--- src/rtl/rtc_bus_sequencer.sv ---
// Multiplexed A/D bus engine for the RTC: walks a register window with programmable strobe phases.
// Optional power-up init writes are enabled by defining RTC_INIT_SEQ_EN.
module rtc_bus_sequencer #(
  parameter int unsigned       DATA_W    = 8,
  parameter int unsigned       N_REGS    = 9,
  parameter int unsigned       IDX_W     = $clog2(N_REGS),
  parameter logic [DATA_W-1:0] BASE_ADDR = 8'h21,
  parameter int unsigned       T_ADDR    = 2,
  parameter int unsigned       T_GAP     = 2,
  parameter int unsigned       T_STRB    = 10,
  parameter int unsigned       T_HOLD    = 3,
  parameter logic [DATA_W-1:0] INIT_ADDR = 8'h02,
  parameter logic [DATA_W-1:0] INIT_VAL  = 8'h10
) (
  input  logic              clk,
  input  logic              clr,
  input  logic              start,
  input  logic              rw,
  input  logic [IDX_W-1:0]  first_reg,
  input  logic [IDX_W:0]    reg_cnt,
  output logic [IDX_W-1:0]  wr_idx,
  input  logic [DATA_W-1:0] wr_data,
  output logic [DATA_W-1:0] rd_data,
  output logic [IDX_W-1:0]  rd_idx,
  output logic              rd_valid,
  output logic              busy,
  output logic              done,
  output logic              cs_n,
  output logic              rd_n,
  output logic              wr_n,
  output logic              a_d,
  output logic [DATA_W-1:0] ad_out,
  output logic              ad_oe,
  input  logic [DATA_W-1:0] ad_in
);

  typedef enum logic [3:0] {
    S_IDLE, S_INIT_W1, S_INIT_W0, S_ADDR,
    S_GAP, S_DATA, S_HOLD, S_NEXT, S_DONE
  } state_e;

`ifdef RTC_INIT_SEQ_EN
  localparam state_e RST_ST = S_INIT_W1;
`else
  localparam state_e RST_ST = S_IDLE;
`endif

  state_e            state_q;
  logic [7:0]        tmr_q;
  logic [IDX_W-1:0]  idx_q;
  logic [IDX_W:0]    cnt_q;
  logic              rw_q;
  logic              ini_q;
  logic              ini_w0_q;

  logic [7:0]        phase_len;
  logic              tmr_end;
  logic [DATA_W-1:0] bus_addr;
  logic [DATA_W-1:0] wdat;

  always_comb begin
    phase_len = 8'd1;
    case (state_q)
      S_ADDR:  phase_len = 8'(T_ADDR);
      S_GAP:   phase_len = 8'(T_GAP);
      S_DATA:  phase_len = 8'(T_STRB);
      S_HOLD:  phase_len = 8'(T_HOLD);
      default: phase_len = 8'd1;
    endcase
    tmr_end  = (tmr_q == phase_len);
    bus_addr = ini_q ? INIT_ADDR
                     : BASE_ADDR + DATA_W'(idx_q);
    wdat     = !ini_q   ? wr_data :
               ini_w0_q ? '0 : INIT_VAL;
  end

  // Bus outputs are registered from the current state, so pins lag state by one cycle.
  always_ff @(posedge clk or negedge clr) begin
    if (!clr) begin
      state_q  <= RST_ST;
      tmr_q    <= 8'd1;
      idx_q    <= '0;
      cnt_q    <= '0;
      rw_q     <= 1'b0;
      ini_q    <= 1'b0;
      ini_w0_q <= 1'b0;
      wr_idx   <= '0;
      rd_data  <= '0;
      rd_idx   <= '0;
      rd_valid <= 1'b0;
      busy     <= 1'b0;
      done     <= 1'b0;
      cs_n     <= 1'b1;
      rd_n     <= 1'b1;
      wr_n     <= 1'b1;
      a_d      <= 1'b0;
      ad_out   <= '0;
      ad_oe    <= 1'b0;
    end else begin
      cs_n     <= 1'b1;
      rd_n     <= 1'b1;
      wr_n     <= 1'b1;
      a_d      <= 1'b0;
      ad_oe    <= 1'b0;
      ad_out   <= '0;
      rd_valid <= 1'b0;
      done     <= 1'b0;
      busy     <= (state_q != S_IDLE);
      wr_idx   <= idx_q;
      tmr_q    <= tmr_q + 8'd1;
      case (state_q)
        S_IDLE: begin
          tmr_q <= 8'd1;
          if (start) begin
            rw_q    <= rw;
            idx_q   <= first_reg;
            cnt_q   <= reg_cnt;
            state_q <= (reg_cnt == '0) ? S_DONE : S_ADDR;
          end
        end
        S_INIT_W1: begin
          ini_q    <= 1'b1;
          ini_w0_q <= 1'b0;
          rw_q     <= 1'b0;
          tmr_q    <= 8'd1;
          state_q  <= S_ADDR;
        end
        S_INIT_W0: begin
          ini_w0_q <= 1'b1;
          tmr_q    <= 8'd1;
          state_q  <= S_ADDR;
        end
        S_ADDR: begin
          cs_n   <= 1'b0;
          a_d    <= 1'b1;
          ad_oe  <= 1'b1;
          ad_out <= bus_addr;
          if (tmr_end) begin
            tmr_q   <= 8'd1;
            state_q <= S_GAP;
          end
        end
        S_GAP: begin
          cs_n   <= 1'b0;
          ad_oe  <= ~rw_q;
          ad_out <= rw_q ? '0 : wdat;
          if (tmr_end) begin
            tmr_q   <= 8'd1;
            state_q <= S_DATA;
          end
        end
        S_DATA: begin
          cs_n   <= 1'b0;
          rd_n   <= ~rw_q;
          wr_n   <= rw_q;
          ad_oe  <= ~rw_q;
          ad_out <= rw_q ? '0 : wdat;
          if (tmr_end) begin
            tmr_q   <= 8'd1;
            state_q <= S_HOLD;
          end
        end
        S_HOLD: begin
          // rd_n is still low on the pins this cycle: the last strobe cycle.
          if (rw_q && tmr_q == 8'd1) begin
            rd_data  <= ad_in;
            rd_idx   <= idx_q;
            rd_valid <= 1'b1;
          end
          if (tmr_end) begin
            tmr_q   <= 8'd1;
            state_q <= S_NEXT;
          end
        end
        S_NEXT: begin
          tmr_q <= 8'd1;
          cnt_q <= cnt_q - 1'b1;
          idx_q <= (idx_q == IDX_W'(N_REGS - 1)) ? '0
                                                 : idx_q + 1'b1;
          if (ini_q) begin
            if (ini_w0_q) begin
              ini_q   <= 1'b0;
              state_q <= S_IDLE;
            end else begin
              state_q <= S_INIT_W0;
            end
          end else begin
            state_q <= (cnt_q == (IDX_W+1)'(1)) ? S_DONE
                                                : S_ADDR;
          end
        end
        S_DONE: begin
          done    <= 1'b1;
          state_q <= S_IDLE;
        end
        default: state_q <= S_IDLE;
      endcase
    end
  end

endmodule

--- config.mk ---
export PLATFORM = sky130hd
export DESIGN_NAME = rtc_bus_sequencer
export DESIGN_NICKNAME = d
export VERILOG_FILES = /design/src/rtl/rtc_bus_sequencer.sv
export SDC_FILE = /design/constraint.sdc
export NUM_CORES = 1
export LEC_CHECK = 0
export CORE_AREA = 2 2 80 82
export CTS_BUF_LIST = sky130_fd_sc_hd__clkbuf_4
export CTS_CLUSTER_DIAMETER = 100
export DETAILED_ROUTE_END_ITERATION = 8
export DIE_AREA = 0 0 82 84
export GPL_TIMING_DRIVEN = 0
export PLACE_DENSITY = 0.84
export RECOVER_POWER = 50
export SYNTH_ARGS = -nofsm -noshare
export SYNTH_HDL_FRONTEND = slang
export SYNTH_SLANG_ARGS = --single-unit
--- constraint.sdc ---
create_clock -name clk -period 1.7 [get_ports clk]
set_input_delay 0.17 -clock clk [delete_from_list [all_inputs] [get_ports clk]]
set_output_delay 0.17 -clock clk [all_outputs]
set_load 0.005 [all_outputs]
==> impl_metrics.ini <==
[status]
status = finished with violations
violations = DRC, setup timing

[route]
antenna_left = 0
firstDrtPassIters = 7
drtIter0Drc = 287
routed-via-count = 2390
drc_errors = 2
wl_per_cell_um = 18.9
routed_wl_mm = 7.71
via_per_inst = 5.84

[cts]
cts_buffers = 5
cts-root-buf = clkbuf_4
cts_tree = built
cts_buffer_depth = 2
path_clk_slew_ns = 0.15
htreeDepth = 2
clock-sinks = 56
clk_latency_ns = 0.38

[floorplanning]
io_pins = 61
die_height_um = 84
core_area_um2 = 6100
die_area_um2 = 6890
fp-row-count = 29
die_width_um = 82
start_util_pct = 45.6

[setup_path]
crit_slowest_cell = dfrtp_1
path_cells = buf_4 -> and4bb_2 -> o2111ai_4 -> o41ai_4 -> buf_6 -> nand2b_4
cp_max_fo = 10
cp-end-kind = register
slowest_delay_ns = 0.46
worst-setup-path-type = register to register
startpoint_type = register
timing.critical_path.required_ns = 2.03
crit_arrival_ns = 2.23

[finish]
post-route-util_pct = 65.7
finalNonFillerCells = 409
final_cell_mix = clkdlybuf4s50_1 (58), dfrtp_1 (50), buf_4 (18)
seqCellArea_um2 = 1410
area_growth_syn_to_layout_pct = 44.2
nets = 366
final_area_um2 = 4010
antenna_cells = 0
final_common_cell = clkdlybuf4s50_1
n_fill_cell = 409
drive_above_1_share_pct = 27.7
multi_input_area_um2 = 1450

[timing]
max_slew_margin_pct = 4.77
skew_ns = 0.0119
max_clock_freq_mhz = 528
setup_viol = 25
tightest_slew_ns = 1.43
finalHoldViolCount = 0
post-route-period-util_pct = 111
hold_slack_ns = 0.293
rsz0062_at_grt = true
fin_ws_ns = -0.195
fin_crit_ns = 1.90
final_max_slew_viol_count = 0

[synthesis]
yosys-top-cells-area = dfrtp_1 (47%), mux2_1 (4.9%), dfstp_2 (3.8%)
synth_ff_type = dfrtp_1
ys_seq_area_share_pct = 50.6
syn_area_um2 = 2780
yosysWarnings = 0
synth_largest_area_cell = dfrtp_1
synth_nets = 278
syn_area_per_cell_um2 = 11.4
synth_cell_types = 66
synth_top_area_share_pct = 46.8
netlist_instances = 243
async_flop_share_pct = 100
synth_seq_cells = 56
synth-edff-count = 0

[global_route]
grt_pass1_vias = 2264
grt_usage_pct = 20.9
antenna_found_initial = 0
grt_max_degree = 34
gr-total-overflow = 0
grt_pass1_wl_mm = 11.2

[placed_design]
placed_area_um2 = 3490
pre_cts_slack_ns = -0.253
post-dp-hpwl_mm = 4.42
portBuffers = 59
gp_routability_congestion = 0.803
dpl.cell_count = 380

[min_path]
hp-class = primary input to register

[job]
maxCapViolations = 0

[power_and_ir_drop]
powerDensity_nw_per_um2 = 1650
irDropWorstVdd_uv = 768
power_leakage_nw = 1.71
-- timing repair --
item / CTS / global route
setup endpoints to repair: 39 / 40
pin swaps: 16 / 24
gates resized for setup: 26 / 42
buffers inserted: 11 / 11
hold buffers: 1 / 0
hold endpoints to repair: 21 / 0
gates cloned: 1 / 0
-- path summary, 6_finish.rpt --
path                                              from                     end  slack, ns  cells past startpoint
min in group asynchronous                          clr      tmr_q[5]$_DFF_PN0_       0.64                      2
worst max-delay path            state_q[0]$_DFFE_PN0P_      tmr_q[0]$_DFF_PN1_      -0.20                      6
worst min register to register  rd_data[4]$_DFFE_PN0P_  rd_data[4]$_DFFE_PN0P_       0.51                      1
max in group asynchronous                          clr      tmr_q[1]$_DFF_PN0_       0.14                      2
worst max register to register  state_q[0]$_DFFE_PN0P_      tmr_q[0]$_DFF_PN1_      -0.20                      6
worst min-delay path                             start    cnt_q[4]$_DFFE_PN0P_       0.29                      3
-- state kept, by name, indices dropped and copies added (netlist names), 4 cells and up --
name / flops
wr_idx: 4
rd_idx: 4
state_q: 4
cnt_q: 5
tmr_q: 8
rd_data: 8
ad_out: 8
idx_q: 4
-- stage by stage --
stage,total power [mW],setup TNS [ns]
3_3_place_gp,4.64,-67.12
6_report,6.59,-3.50
3_5_place_dp,4.77,-5.46
5_1_grt,6.96,-5.51
2_1_floorplan,3.73,-0.184
4_1_cts,5.96,-2.42
-- cell usage after synthesis, types with 4 or more instances --
cell,number
dfrtp_1,52
nor2_1,18
nand2_1,14
mux2_1,12
inv_1,11
nand3_1,11
a21oi_1,6
ha_1,6
o21ai_0,6
o22ai_1,6
xor2_1,6
clkbuf_1,5
nor3_1,5
buf_2,4
dfstp_2,4
xnor2_1,4
-- power by group --
| group | leakage, nW | switching, mW | internal (mW) | total [mW] |
|---|---|---|---|---|
| Combinational | 0.951 | 1.66 | 1.83 | 3.49 |
| Sequential | 0.707 | 0.406 | 1.81 | 2.21 |
| Clock | 0.0559 | 0.410 | 0.475 | 0.886 |
| Total | 1.71 | 2.48 | 4.11 | 6.59 |
-- worst max-delay path, delay by kind of cell, from the launching register on --
kind	cells	cell delay (ns)
buffers and inverters	2	0.43
AND/OR/NAND/NOR	2	0.43
AO/OA/AOI/OAI	2	0.53
flip-flops	1	0.46
-- final cells by class --
class	instances	share of cell area, %
well taps	77	2.41
flip-flops and latches	56	35.2
repair buffers	82	19.9
inverters	12	1.19
multi-input cells	162	36.1
plain buffers	12	2.59
clock inverters	2	1.50
clock buffers	6	1.12
-- cell families (layout without fill, tap and decap cells) --
| kind of cell | after synthesis | count (layout) | share of synthesized area (%) |
|---|---|---|---|
| mux | 15 | 15 | 5.95 |
| xor+xnor | 10 | 10 | 3.15 |
| compound gates | 51 | 51 | 15.2 |
| flops | 56 | 56 | 50.6 |
| buf+inv | 25 | 114 | 4.37 |
| fa+ha+maj | 6 | 6 | 2.70 |
| simple gates | 80 | 80 | 18.0 |
-- metal layers --
| layer | up-vias | GRT usage [%] | routed length (um) |
|---|---|---|---|
| met4 | 0 | 4.24 | 277 |
| met2 | 144 | 35.5 | 3980 |
| met1 | 1155 | 27.5 | 2830 |
| li1 | 1062 | - | - |
| met5 | - | 0 | 0 |
| met3 | 29 | 4.22 | 622 |
(Power assumes the default switching activity.)
